--- src/rtl/pixel_stream_source.sv ---
// Raster pixel source: streams one frame from image RAM, then zero flush pixels.
// Optional PIX_STREAM_PATTERN_EN adds test_mode, which emits (x+y) mod 256 without RAM reads.
module pixel_stream_source #(
  parameter int WIDTH     = 400,
  parameter int HEIGHT    = 300,
  parameter int ADDR_W    = 17,
  parameter int FLUSH_PIX = 1604
) (
  input  logic              clk,
  input  logic              rst_n,
  input  logic              start,
  input  logic              stall,
`ifdef PIX_STREAM_PATTERN_EN
  input  logic              test_mode,
`endif
  output logic              mem_rd,
  output logic [ADDR_W-1:0] mem_addr,
  input  logic [7:0]        mem_rdata,
  output logic [7:0]        dout,
  output logic              clk_en,
  output logic              sof,
  output logic              eol,
  output logic              eof,
  output logic              busy,
  output logic              done
);

  localparam int XW = (WIDTH > 1) ? $clog2(WIDTH) : 1;
  localparam int YW = (HEIGHT > 1) ? $clog2(HEIGHT) : 1;
  localparam int FW = (FLUSH_PIX > 0) ? $clog2(FLUSH_PIX + 1) : 1;

  localparam logic [XW-1:0]     X_LAST = XW'(WIDTH - 1);
  localparam logic [YW-1:0]     Y_LAST = YW'(HEIGHT - 1);
  localparam logic [XW-1:0]     X_ONE  = XW'(1);
  localparam logic [YW-1:0]     Y_ONE  = YW'(1);
  localparam logic [ADDR_W-1:0] A_ONE  = ADDR_W'(1);
  localparam logic [FW-1:0]     F_LOAD = FW'(FLUSH_PIX);
  localparam logic [FW-1:0]     F_ONE  = FW'(1);

  typedef enum logic [1:0] {
    S_IDLE,
    S_READ,
    S_FLUSH,
    S_FIN
  } state_t;

  state_t            r_state;
  state_t            w_next;
  logic [XW-1:0]     r_x;
  logic [YW-1:0]     r_y;
  logic [ADDR_W-1:0] r_addr;
  logic [FW-1:0]     r_fcnt;
  logic              r_land;
  logic              r_vld;
  logic              r_ram;
  logic              r_sof;
  logic              r_eol;
  logic              r_eof;
  logic [7:0]        r_pix;

  logic              w_accept;
  logic              w_rd_issue;
  logic              w_fl_issue;
  logic              w_x_last;
  logic              w_last;
  logic              w_tm;
  logic [7:0]        w_xy;

`ifdef PIX_STREAM_PATTERN_EN
  logic r_tm;

  always_ff @(posedge clk or negedge rst_n) begin
    if (!rst_n) begin
      r_tm <= 1'b0;
    end else if (w_accept) begin
      r_tm <= test_mode;
    end
  end

  assign w_tm = r_tm;
`else
  assign w_tm = 1'b0;
`endif

  assign w_x_last = (r_x == X_LAST);
  assign w_last   = w_x_last && (r_y == Y_LAST);
  assign w_xy     = 8'(r_x) + 8'(r_y);

  always_ff @(posedge clk or negedge rst_n) begin
    if (!rst_n) begin
      r_state <= S_IDLE;
    end else begin
      r_state <= w_next;
    end
  end

  always_comb begin
    w_next     = r_state;
    w_accept   = 1'b0;
    w_rd_issue = 1'b0;
    w_fl_issue = 1'b0;
    unique case (r_state)
      S_IDLE: begin
        if (start) begin
          w_accept = 1'b1;
          w_next   = S_READ;
        end
      end
      S_READ: begin
        if (!stall) begin
          w_rd_issue = 1'b1;
          if (w_last) begin
            w_next = (FLUSH_PIX == 0) ? S_FIN : S_FLUSH;
          end
        end
      end
      S_FLUSH: begin
        if (!stall) begin
          w_fl_issue = 1'b1;
          if (r_fcnt == F_ONE) begin
            w_next = S_FIN;
          end
        end
      end
      S_FIN: begin
        if (r_land) begin
          w_next = S_IDLE;
        end
      end
      default: w_next = S_IDLE;
    endcase
  end

  always_ff @(posedge clk or negedge rst_n) begin
    if (!rst_n) begin
      r_x    <= '0;
      r_y    <= '0;
      r_addr <= '0;
      r_fcnt <= '0;
      r_land <= 1'b0;
      r_vld  <= 1'b0;
      r_ram  <= 1'b0;
      r_sof  <= 1'b0;
      r_eol  <= 1'b0;
      r_eof  <= 1'b0;
      r_pix  <= '0;
    end else begin
      // Pixel and its markers land exactly one cycle after issue.
      r_vld  <= w_rd_issue | w_fl_issue;
      r_ram  <= w_rd_issue & ~w_tm;
      r_sof  <= w_rd_issue & (r_x == '0) & (r_y == '0);
      r_eol  <= w_rd_issue & w_x_last;
      r_eof  <= w_rd_issue & w_last;
      r_pix  <= (w_rd_issue & w_tm) ? w_xy : 8'd0;
      r_land <= (r_state == S_FIN) & ~r_land;
      if (w_accept) begin
        r_x    <= '0;
        r_y    <= '0;
        r_addr <= '0;
      end else if (w_rd_issue) begin
        r_addr <= r_addr + A_ONE;
        if (w_x_last) begin
          r_x <= '0;
          r_y <= (r_y == Y_LAST) ? '0 : r_y + Y_ONE;
        end else begin
          r_x <= r_x + X_ONE;
        end
        if (w_last) begin
          r_fcnt <= F_LOAD;
        end
      end else if (w_fl_issue) begin
        r_fcnt <= r_fcnt - F_ONE;
      end
    end
  end

  assign mem_rd   = w_rd_issue & ~w_tm;
  assign mem_addr = r_addr;
  assign dout     = (r_vld && r_ram) ? mem_rdata : r_pix;
  assign clk_en   = r_vld;
  assign sof      = r_sof;
  assign eol      = r_eol;
  assign eof      = r_eof;
  assign busy     = (r_state != S_IDLE);
  assign done     = (r_state == S_FIN) && r_land;

endmodule

--- config.mk ---
export PLATFORM = sky130hd
export DESIGN_NAME = pixel_stream_source
export DESIGN_NICKNAME = d
export VERILOG_FILES = /design/src/rtl/pixel_stream_source.sv
export SDC_FILE = /design/constraint.sdc
export NUM_CORES = 1
export LEC_CHECK = 0
export ABC_AREA = 1
export CAP_MARGIN = 10
export CORE_MARGIN = 10
export CORE_UTILIZATION = 45
export CTS_CLUSTER_SIZE = 25
export DETAILED_ROUTE_END_ITERATION = 8
export HOLD_SLACK_MARGIN = 0.15
export MAX_ROUTING_LAYER = met4
export PLACE_DENSITY = 0.74
export REMOVE_ABC_BUFFERS = 1
export SLEW_MARGIN = 20
export SYNTH_ARGS = -nofsm -noshare
export SYNTH_HDL_FRONTEND = slang
export SYNTH_SLANG_ARGS = --single-unit
--- constraint.sdc ---
create_clock -name clk -period 3.9 [get_ports clk]
set_clock_uncertainty 0.1 [all_clocks]
set_input_delay 0.78 -clock clk [delete_from_list [all_inputs] [get_ports clk]]
set_output_delay 0.78 -clock clk [all_outputs]
set_load 0.005 [all_outputs]
==> results.md <==
- The flow ran to the end, and the final reports show no timing, DRC or antenna violations.
- The hold violation count in the final report is 0.
- The highest ir drop seen on vdd is 0.260 mV.
- The count of H-tree levels built during CTS is 2.
- The post-CTS setup-driven buffer insertion count is 0.
- The region available for standard cell placement spans 7250 sq um.
- The share of the clock period used by the worst path after layout is 0.785.
- The minimum clock period is 3.06 ns.
- Among all flip-flop cells after synthesis, the most frequent one is sky130_fd_sc_hd__dfrtp_1.
- Clock tree synthesis found a total of 54 sinks.
- The number of instances on the worst hold path is 1.
- After floorplanning, the core was divided into 31 placement rows.
- The post-synthesis to final-layout area growth is 18.1%.
- The yosys synthesis warning count is 0.
- After synthesis the netlist holds a flip-flop and latch count of 54.
- Yosys mapped a number of flops with a built-in enable equal to 0.
- The die is 106 um wide.
- During placement, the flow inserted port buffers numbering 43.
- The sequential share of the synthesized area is 0.404.
- The global-route total usage across every layer is 0.153.
- The worst setup path is captured at an output port.
- The final count of pins violating max slew is 0.
- After synthesis, the mean cell area works out to 7.32 sq um.
- Summing all non-filler instances in the final layout gives an area of 3950 sq um.
- The first global-routing pass estimated 14200 um of wire.
- The clock transition at the register clock pins on the worst setup and hold paths after CTS is 0.09 ns.
- For the worst setup path, the data required time is 3.02 ns.
- After detailed routing, the number of remaining DRC violations is 0.
- The cell sitting at the root of the clock tree is a sky130_fd_sc_hd__clkbuf_8.
- 44 I/O pins were placed.
- The headroom to the max-slew limit is 0.355.
- The area share of the leading cell type in the synthesized netlist is 0.404.
- The area used by sequential logic in the layout is 1350 sq um.
- Summing over every cut layer, the via total after detailed routing is 3029.
- The post-route core utilization is 0.545.
- The count of max-cap constraint violations is 0.
- The first routing iteration left 103 violations.
- The total overflow left after global routing is 0.
- Sorting the synthesized cells by how often they occur yields 107 x sky130_fd_sc_hd__nand2_1, 67 x sky130_fd_sc_hd__inv_1, 65 x sky130_fd_sc_hd__nor2_1.
- The clock insertion delay at the later pin of the skew report is 0.31 ns.
- In this run, post-CTS repair resized a total of 0 instances.
- Entering global routing, the biggest net connects 44 pins.
- By startpoint and endpoint, the worst setup path is classified as in2out.
- Before CTS, the worst setup slack after placement is 0.820 ns.
- The die is 106 um tall.
- The cell area that synthesis handed to floorplanning was 3350 sq um.
- The proportion of synthesized flip-flops having asynchronous set or reset is 1.00.
- Setup violations remaining at the end of the flow were counted as 0.
- The TritonCTS buffer count is 5.
- The multi-input gate area in the final layout is 1660 sq um.
- The first-pass iteration count of the detailed router is 4.
- Setup repair after global routing left no endpoint under its margin.
- Ranked by total cell area, the synthesized netlist is headed by sky130_fd_sc_hd__dfrtp_1 40%, sky130_fd_sc_hd__nand2_1 12%, sky130_fd_sc_hd__inv_1 7.5%.
- The fraction of layout instances using a drive strength above 1 is 0.0758.
- The final layout contains routed wiring with a total length of 7840 um.
- For the worst flop-to-flop path, the logic depth is 10.
- The number of global-route vias before repair is 3064.
- The clock tree from TritonCTS is built.
- At the end of routability-driven placement, the weighted congestion stood at 0.917.
- Along the worst path, the maximum fanout reaches 11.
- The cell type with the highest aggregate area in the netlist is sky130_fd_sc_hd__dfrtp_1.
- Fill cells in the final layout number 705.
- In this run the power density over the cells is 482 nW/um^2.
- The longest clock path from root to sink contains 2 buffers.
- Power comes to 1.91 mW.
- The post-placement cell area is 3840 sq um.
- In the final routed layout, each cell accounts on average for 13.1 um.
- Across all setup checks in the final design, the least slack found is 0.837 ns.
- The startpoint kind of the worst setup timing path is a primary input.
- The floorplan step defined a die boundary enclosing 11300 sq um.
- The slew at the pin with the worst max-slew slack is 0.968 ns.
- The most frequent cell after synthesis is sky130_fd_sc_hd__nand2_1.
- The final layout net count is 523.
- The routed via count divided by cell count is 5.05.
- The worst hold path belongs to the class reg2reg.
- The number of distinct standard cells referenced by the synthesized netlist is 35.
- The wire-length estimate of the detail-placed layout is 5930 um.
- The count of nets left with antenna violations once routing finished came out at 0.
- In this run the static leakage power is 1.87 nW.
- The data arrival time of the critical path is 2.18 ns.
- Timing would allow up to 327 MHz.
- The initial core utilization is 0.461.
- The post-cts hold buffer count is 0.
- The instance count of the mapped netlist is 457.
- Summed over all failing endpoints, the final setup total negative slack is 0 ns.
- The initial antenna violation count was 0.
- The repair_antennas step left the layout with diodes totalling 0.
through the flow:
step	hold slack, ns	instances
4_1_cts	0.369	600
3_5_place_dp	0.355	592
6_report	0.362	600
5_1_grt	0.389	600
2_1_floorplan	0.323	449
3_3_place_gp	0.334	592
final timing paths:
kind                            startpoint            to  slack [ns]
max in group asynchronous            rst_n        r_x[2]        2.47
worst min-delay path                r_land        r_land        0.36
min in group asynchronous            rst_n  mem_addr[12]        0.52
worst min register to register      r_land        r_land        0.36
worst max register to register  r_state[0]     r_fcnt[8]        1.58
worst max-delay path                 stall        mem_rd        0.84
placed cells by master (no fill, tap or decap), types with 6 or more instances in the layout:
| master | count |
|---|---|
| sky130_fd_sc_hd__clkdlybuf4s50_1 | 42 |
| sky130_fd_sc_hd__a21oi_1 | 9 |
| sky130_fd_sc_hd__nor3_1 | 10 |
| sky130_fd_sc_hd__nand3_1 | 33 |
| sky130_fd_sc_hd__xor2_1 | 7 |
| sky130_fd_sc_hd__o21ai_0 | 21 |
| sky130_fd_sc_hd__nand4_1 | 18 |
| sky130_fd_sc_hd__dfrtp_1 | 54 |
| sky130_fd_sc_hd__nor2_1 | 65 |
| sky130_fd_sc_hd__o21ai_1 | 6 |
| sky130_fd_sc_hd__ha_1 | 11 |
| sky130_fd_sc_hd__nand2_1 | 107 |
| sky130_fd_sc_hd__inv_1 | 67 |
per-layer routing:
metal | global-route usage | part of all wire | up-vias
met4 | 0.0493 | 0.016 | 0
met3 | 0.0290 | 0.044 | 10
li1 | - | - | 1539
met5 | - | 0 | -
met2 | 0.252 | 0.48 | 77
met1 | 0.186 | 0.46 | 1403
worst max-delay path, stage by stage:
cell                              delay [ns]
sky130_fd_sc_hd__clkdlybuf4s50_1        0.50
sky130_fd_sc_hd__nor2_4                 0.33
sky130_fd_sc_hd__clkdlybuf4s50_1        0.57
cell type report:
class / instances / area share
multi-input cells: 323 / 0.421
flip-flops and latches: 54 / 0.342
well taps: 99 / 0.0313
repair buffers: 44 / 0.110
clock buffers: 6 / 0.0184
inverters: 72 / 0.0684
clock inverters: 2 / 0.00950
state kept, by name (all words and copies together) (netlist names):
| signal | cells |
|---|---|
| mem_addr | 17 |
| r_state | 2 |
| eol | 1 |
| r_land | 1 |
| r_x | 9 |
| r_ram | 1 |
| sof | 1 |
| clk_en | 1 |
| r_y | 9 |
| r_fcnt | 11 |
| eof | 1 |
cells by family after synthesis:
logic type,Yosys count,synth area share
compound gates,46,0.0763
xor+xnor,7,0.0183
fa+ha+maj,11,0.0411
buf+inv,80,0.0987
flops,54,0.404
simple gates,259,0.362
report_power, final:
| group | switching, mW | internal (mW) | total (mW) |
|---|---|---|---|
| logic | 0.488 | 0.276 | 0.764 |
| registers | 0.0937 | 0.672 | 0.766 |
| clock network | 0.183 | 0.192 | 0.375 |
Power figures use the tool's default switching activity.
